===== config.mk =====
export PLATFORM = sky130hd
export DESIGN_NAME = multicycle_main_controller
export DESIGN_NICKNAME = d
export VERILOG_FILES = /design/src/rtl/multicycle_main_controller_pkg.sv /design/src/rtl/multicycle_main_controller.sv
export SDC_FILE = /design/constraint.sdc
export NUM_CORES = 1
export LEC_CHECK = 0
export ABC_AREA = 0
export CAP_MARGIN = 20
export CORE_UTILIZATION = 45
export CTS_CLUSTER_DIAMETER = 80
export DETAILED_ROUTE_END_ITERATION = 7
export PLACE_DENSITY = 0.79
export SETUP_SLACK_MARGIN = 0.5
export SKIP_CTS_REPAIR_TIMING = 1
export SLEW_MARGIN = 20
export SYNTH_ARGS = -nofsm -noshare
export SYNTH_HDL_FRONTEND = slang
export SYNTH_SLANG_ARGS = --single-unit

===== constraint.sdc =====
create_clock -name clk -period 2 [get_ports clk]
set_input_delay 0.3 -clock clk [delete_from_list [all_inputs] [get_ports clk]]
set_output_delay 0.3 -clock clk [all_outputs]
set_load 0.01 [all_outputs]

===== src/rtl/multicycle_main_controller_pkg.sv =====
// Shared definitions for the multicycle CPU main controller: opcodes, state
// encodings, datapath mux encodings and the strobe bundle.
package multicycle_main_controller_pkg;

  localparam int unsigned STATE_W = 4;
  localparam int unsigned OP_W    = 4;
  localparam int unsigned FUNC_W  = 9;

  localparam logic [OP_W-1:0] OP_LOAD   = 4'b0000;
  localparam logic [OP_W-1:0] OP_STORE  = 4'b0001;
  localparam logic [OP_W-1:0] OP_JUMP   = 4'b0010;
  localparam logic [OP_W-1:0] OP_BRANCH = 4'b0100;
  localparam logic [OP_W-1:0] OP_TYPEC  = 4'b1000;

  localparam logic [1:0] SRCB_REG  = 2'd0;
  localparam logic [1:0] SRCB_ONE  = 2'd1;
  localparam logic [1:0] SRCB_SEXT = 2'd2;
  localparam logic [1:0] SRCB_ZEXT = 2'd3;

  localparam logic [1:0] PCSRC_ALU    = 2'd0;
  localparam logic [1:0] PCSRC_ALUOUT = 2'd1;
  localparam logic [1:0] PCSRC_JUMP   = 2'd2;

  typedef enum logic [STATE_W-1:0] {
    S_FETCH     = 4'd0,
    S_DECODE    = 4'd1,
    S_LOAD_MEM  = 4'd2,
    S_LOAD_WB   = 4'd3,
    S_STORE_MEM = 4'd4,
    S_JUMP      = 4'd5,
    S_BRANCH    = 4'd6,
    S_C_EXEC    = 4'd7,
    S_C_WB      = 4'd8,
    S_D_EXEC    = 4'd9,
    S_D_WB      = 4'd10,
    S_ERROR     = 4'd11
  } state_e;

  typedef struct packed {
    logic       pc_write;
    logic       iord;
    logic       mem_read;
    logic       mem_write;
    logic       ir_write;
    logic       reg_write;
    logic       reg_dst;
    logic       mem_to_reg;
    logic       alu_src_a;
    logic [1:0] alu_src_b;
    logic       force_add;
    logic [1:0] pc_src;
    logic       halted;
  } ctrl_t;

  // Type-C functions are one-hot within the low eight bits only.
  function automatic logic func_valid(input logic [FUNC_W-1:0] func);
    logic [7:0] f;
    f = func[7:0];
    return !func[8] && (f != 8'd0) && ((f & (f - 8'd1)) == 8'd0);
  endfunction

  function automatic state_e decode_op(input logic [OP_W-1:0] op, input logic [FUNC_W-1:0] func);
    state_e nxt;
    if (op[3:2] == 2'b11) begin
      nxt = S_D_EXEC;
    end else begin
      case (op)
        OP_LOAD:   nxt = S_LOAD_MEM;
        OP_STORE:  nxt = S_STORE_MEM;
        OP_JUMP:   nxt = S_JUMP;
        OP_BRANCH: nxt = S_BRANCH;
        OP_TYPEC:  nxt = func_valid(func) ? S_C_EXEC : S_ERROR;
        default:   nxt = S_ERROR;
      endcase
    end
    return nxt;
  endfunction

endpackage


===== src/rtl/multicycle_main_controller.sv =====
// Main control FSM of the multicycle 16-bit CPU: sequences each instruction
// through fetch/decode/execute/memory/writeback and counts retirements.
module multicycle_main_controller
  import multicycle_main_controller_pkg::*;
#(
  parameter int unsigned COUNT_W = 16
) (
  input  logic               clk,
  input  logic               rst_n,
  input  logic [3:0]         Op,
  input  logic [8:0]         Func,
  input  logic               isNop,
  input  logic               isMoveTo,
  input  logic               Zero,
  input  logic               MemReady,
  output logic               PCWrite,
  output logic               IorD,
  output logic               MemRead,
  output logic               MemWrite,
  output logic               IRWrite,
  output logic               RegWrite,
  output logic               RegDst,
  output logic               MemToReg,
  output logic               ALUSrcA,
  output logic [1:0]         ALUSrcB,
  output logic               ForceAdd,
  output logic [1:0]         PCSrc,
  output logic               Halted,
  output logic [COUNT_W-1:0] InstrCount
);

  state_e             state_q;
  state_e             state_d;
  logic               retire_c;
  ctrl_t              ctrl_c;
  ctrl_t              ctrl_gated;
  logic [COUNT_W-1:0] instr_count_q;

  always_ff @(posedge clk or negedge rst_n) begin
    if (!rst_n) state_q <= S_FETCH;
    else        state_q <= state_d;
  end

  always_comb begin
    state_d  = state_q;
    retire_c = 1'b0;
    case (state_q)
      S_FETCH:     if (MemReady) state_d = S_DECODE;
      S_DECODE:    state_d = decode_op(Op, Func);
      S_LOAD_MEM:  if (MemReady) state_d = S_LOAD_WB;
      S_STORE_MEM: if (MemReady) state_d = S_FETCH;
      S_C_EXEC:    state_d = S_C_WB;
      S_D_EXEC:    state_d = S_D_WB;
      S_LOAD_WB, S_JUMP, S_BRANCH, S_C_WB, S_D_WB: state_d = S_FETCH;
      S_ERROR:     state_d = S_ERROR;
      default:     state_d = S_ERROR;
    endcase
    // Every return to FETCH from elsewhere retires one instruction.
    retire_c = (state_d == S_FETCH) && (state_q != S_FETCH);
  end

  always_comb begin
    ctrl_c = '0;
    case (state_q)
      S_FETCH: begin
        ctrl_c.mem_read = 1'b1;
        if (MemReady) begin
          ctrl_c.ir_write  = 1'b1;
          ctrl_c.pc_write  = 1'b1;
          ctrl_c.alu_src_b = SRCB_ONE;
          ctrl_c.force_add = 1'b1;
          ctrl_c.pc_src    = PCSRC_ALU;
        end
      end
      S_DECODE: begin
        ctrl_c.alu_src_b = SRCB_SEXT;
        ctrl_c.force_add = 1'b1;
      end
      S_LOAD_MEM: begin
        ctrl_c.mem_read = 1'b1;
        ctrl_c.iord     = 1'b1;
      end
      S_LOAD_WB: begin
        ctrl_c.reg_write  = 1'b1;
        ctrl_c.mem_to_reg = 1'b1;
      end
      S_STORE_MEM: begin
        ctrl_c.mem_write = 1'b1;
        ctrl_c.iord      = 1'b1;
      end
      S_JUMP: begin
        ctrl_c.pc_write = 1'b1;
        ctrl_c.pc_src   = PCSRC_JUMP;
      end
      S_BRANCH: begin
        ctrl_c.alu_src_a = 1'b1;
        ctrl_c.alu_src_b = SRCB_REG;
        ctrl_c.pc_write  = Zero;
        ctrl_c.pc_src    = PCSRC_ALUOUT;
      end
      S_C_EXEC: begin
        ctrl_c.alu_src_a = 1'b1;
        ctrl_c.alu_src_b = SRCB_REG;
      end
      S_C_WB: begin
        ctrl_c.reg_write = !isNop;
        ctrl_c.reg_dst   = isMoveTo;
      end
      S_D_EXEC: begin
        ctrl_c.alu_src_a = 1'b1;
        ctrl_c.alu_src_b = SRCB_ZEXT;
      end
      S_D_WB:  ctrl_c.reg_write = 1'b1;
      S_ERROR: ctrl_c.halted    = 1'b1;
      default: ctrl_c = '0;
    endcase
  end

  // Strobes follow rst_n directly so an aborted access drops immediately.
  assign ctrl_gated = rst_n ? ctrl_c : '0;

  always_ff @(posedge clk or negedge rst_n) begin
    if (!rst_n)        instr_count_q <= '0;
    else if (retire_c) instr_count_q <= instr_count_q + COUNT_W'(1);
  end

  assign PCWrite    = ctrl_gated.pc_write;
  assign IorD       = ctrl_gated.iord;
  assign MemRead    = ctrl_gated.mem_read;
  assign MemWrite   = ctrl_gated.mem_write;
  assign IRWrite    = ctrl_gated.ir_write;
  assign RegWrite   = ctrl_gated.reg_write;
  assign RegDst     = ctrl_gated.reg_dst;
  assign MemToReg   = ctrl_gated.mem_to_reg;
  assign ALUSrcA    = ctrl_gated.alu_src_a;
  assign ALUSrcB    = ctrl_gated.alu_src_b;
  assign ForceAdd   = ctrl_gated.force_add;
  assign PCSrc      = ctrl_gated.pc_src;
  assign Halted     = ctrl_gated.halted;
  assign InstrCount = instr_count_q;

endmodule


# == Word-level counts from Yosys, hierarchy flattened ==
# Index checks and enable logic that the tools add are counted.
# W data, S select, Z words.
# totals
reg_bits,20
out_inout_bits,31
# classes
n_mux,23
add_sub_neg,2
eq_ne,16
reduce_logical,16
bitwise,1
# op_table
cell,count
$pmux W4 S7,1
$mux W4,6
$eq A4 B3 Y1 const B,5
$eq A4 B4 Y1 const B,5
$pmux W4 S5,1
$add A16 B1 Y16 const B,1
$mux W15,1
$eq A4 B2 Y1 const B,3
$logic_not A4 Y1,3
$pmux W2 S3,2
$mux W1,9
$and A8 B8 Y8,1
$eq A4 B1 Y1 const B,2
$logic_not A8 Y1,1
$reduce_bool A8 Y1,1
$sub A8 B1 Y8 const B,1
$reduce_or A2 Y1,3
$reduce_or A5 Y1,1
$pmux W1 S2,2
$reduce_bool A4 Y1,1
$logic_and A1 B1 Y1,3
$pmux W1 S3,1
$reduce_or A3 Y1,1
$eq A2 B2 Y1 const B,1
$logic_not A1 Y1,2

# == Logic depth before layout (Yosys ltp) ==
# logic_depth
word_depth,10
ltp_mapped,8
ltp_nobuf,5

# == Worst setup path before layout ==
# Ideal clock, no wire load.
# synth_path
path_kind,register -> output
startpoint,reg state_q[2]
endpoint,out PCWrite
arrival_time_ps,1622
slack_ps,78
path_stages_with_launch,6
required_time_ps,1700
cell_sequence,dfrtp_1 -> buf_4 -> nor3_1 -> and2_1 -> nor3b_1 -> a211o_1
# synth_between
elab_chain_len,3
# synth_lines
item,line,source
from (decl),multicycle_main_controller.sv:32,state_e state_q;
from (signal assigned),multicycle_main_controller.sv:41,else state_q <= state_d;
$eq A4 B3 Y1 / $logic_not A4 Y1 (equally long branches),multicycle_main_controller.sv:64,case (state_q)
$pmux W1 S3 (*),multicycle_main_controller.sv:64,
$mux W15 (*),multicycle_main_controller.sv:120,assign ctrl_gated = rst_n ? ctrl_c : '0;
to (decl),multicycle_main_controller.sv:16,"output logic PCWrite,"
# Mark *: on every way between the ends. The rest lies on a longest branch, timed or not.

# == Worst setup path after layout ==
# layout_path
startpoint,reg state_q[3]
endpoint,out PCWrite
# The elaborated chain is that of the path after synthesis.

==> impl_metrics.csv <==
group,metric,value,unit
run_status,status,"finished, violations left",
run_status,violations,"setup timing",
logic_synthesis,synth_seq_cells,20,
timing,hold_viol,0,
setup_path,cp.required,1.70,ns
layout,drive_above_1_share,0.459,
setup_path,end_kind,"output port",
placed_design,place_area,0.00215,mm2
setup_path,cp.arrival,1.79,ns
setup_path,critPathKind,"reg2out",
die,row_count,20,
timing,setup-violations-final,10,
timing,rsz0062_at_grt,"true",
timing,period_needed,2.09,ns
logic_synthesis,synth_ff_type,"dfrtp_1",
power,total_power,3190,uW
logic_synthesis,yosysMostFrequentCell,"dfrtp_1",
timing,maxSlewHeadroom,0.693,
grt,grt_util_all_layers,0.229,
setup_path,crit_fanout,3,
timing,hold_ws,0.0903,ns
grt,grt_pass1_vias,1412,
placed_design,io_buffers,49,
setup_path,startpoint_type,"flop",
detailed_routing,firstDrtPassIters,4,
placed_design,dpl.hpwl,2890,um
timing,fmax,479,MHz
die,start_util,0.477,
grt,grt_pass1_wl,6140,um
detailed_routing,vias_per_cell,5.86,
layout,nets,287,
layout,final_area,0.00270,mm2
logic_synthesis,synthArstFlopShare,1.00,
die,die_w,59.1,um
clock_tree,htreeDepth,1,
timing,timing.final.crit_share,1.04,
logic_synthesis,yosysTopAreaCell,"dfrtp_1",
layout,area_delta_synth_final,83.7,%
clock_tree,clockRootBuffer,"clkbuf_4",
die,num_io_pins,50,
die,dieArea,0.00349,mm2
clock_tree,cts_buffer_depth,2,
hold_path,hold_class,"in2async",
setup_path,crit_start,"state_q[3]",
setup_path,rr_worst_depth,8,
timing,skew,0.0212,ns
detailed_routing,drt_iter0_drc,155,
die,core-area,0.00308,mm2
logic_synthesis,ys_types,44,
flow_run,drv_cap,0,
logic_synthesis,synth_edf_count,0,
power,irDropWorstVdd,0.684,mV
power,power_per_cell_area,1180,mW/mm2
logic_synthesis,yosys_warnings,0,
logic_synthesis,synth_top_area_share,0.341,
setup_path,ff2ff_setup_slack,-0.09,ns
clock_tree,cts_sinks,20,
timing,slew_viol_final,0,
clock_tree,cts_buffers,3,
logic_synthesis,yosys-top-cells-area,"dfrtp_1 (34%), xnor2_1 (9.5%), nor2_1 (4.6%)",
detailed_routing,drc,0,
logic_synthesis,synth_nets,188,
timing,setup_ws,-0.0880,ns
logic_synthesis,syn_area,0.00147,mm2
setup_path,reg2reg_from,"state_q[3]",
power,leakage,0.00150,uW
detailed_routing,finalWirelength,5750,um
detailed_routing,post_drt_wl_per_cell,18.5,um
layout,diodes,0,
logic_synthesis,synth_common_cells,"dfrtp_1 (20), nor2_1 (18), xnor2_1 (16)",
die,die_h,59.1,um
placed_design,gp_congestion,0.839,
logic_synthesis,avgSynthCellArea,8.74,um2
clock_tree,cts_tree,"built",
timing,worst_pin_slew,0.457,ns
clock_tree,worst_skew_pair.late_latency,0.34,ns
grt,grt_antenna_before_repair,0,
detailed_routing,antenna_left,0,
grt,grt_remaining_overflow,0,
detailed_routing,vias,1818,
grt,grt_max_degree,21,
clock_tree,path_clk_slew,0.15,ns
logic_synthesis,ys_seq_area_frac,0.341,
logic_synthesis,synthCells,168,
## cells by family (layout without fill, tap and decap cells)
family	after synthesis	in the layout	synth area share
adder cells (fa/ha/maj)	3	3	0.0222
AND/OR/NAND/NOR	83	83	0.325
AO/OA/AOI/OAI	25	25	0.124
multiplexers	1	1	0.00767
buffers and inverters	18	116	0.0725
flip-flops	20	20	0.341
XOR/XNOR	18	18	0.107
## critical path, stage by stage, from the launching register on
cell	delay [ns]
dfrtp_2	0.46
buf_6	0.14
nor3_4	0.19
and2_4	0.18
nor3b_4	0.20
a211o_1	0.14
buf_2	0.13
## worst paths after layout
| path | end |
|---|---|
| worst min-delay path | InstrCount[3] |
| worst max register to register | InstrCount[14] |
| max in group asynchronous | InstrCount[11] |
| min in group clk | InstrCount[6] |
| worst min register to register | InstrCount[6] |
| worst max-delay path | PCWrite |
## layout by cell type, fill, tap and decap left out, types with 5 or more instances in the layout
cell and count:
xnor2_1 14, dfrtp_1 14, nand3_1 5, buf_4 41, nand2_1 6, buf_6 17
and3_1 5, and2_1 5, clkdlybuf4s50_1 13, dfrtp_2 6, buf_2 9, nor2_1 13
dlymetal6s2s_1 21, nand4_1 10
## metal layers
layer,wire length (um),part of all wire,vias to the layer above,global-route usage
met5,0,0,-,0
met4,295,0.051,0,0.0884
met3,396,0.069,34,0.0371
met2,2930,0.51,124,0.422
met1,2120,0.37,858,0.264
li1,-,-,802,-
## sequential cells by signal (all words and copies together) (netlist names)
signal,flops
InstrCount,16
state_q,4
## final cells by class
class	count	area (um2)
Clock inverter	1	30.0
Timing Repair Buffer	107	1010
Inverter	5	21.3
Fill cell	147	382
Sequential cell	20	508
Multi-Input combinational cell	130	1050
Tap cell	44	55.1
Clock buffer	3	22.5
## metrics by stage
step                setup slack (ns)  utilization  instances  TNS, ns
finish                       -0.0880        0.876        310   -0.346
CTS                           -0.452        0.715        273    -3.95
global route                  -0.148        0.876        310    -1.29
floorplan                      0.249            -        168        0
detailed placement            -0.220        0.698        269    -2.65
global placement              -0.164        0.698        269    -1.42
## report_power, final
| part | switching [uW] | internal [uW] | total (uW) |
|---|---|---|---|
| Sequential | 105 | 504 | 609 |
| Combinational | 1060 | 1160 | 2220 |
| Clock | 158 | 203 | 361 |
| Total | 1320 | 1870 | 3190 |
No activity file was read; power rests on OpenSTA's default activity.
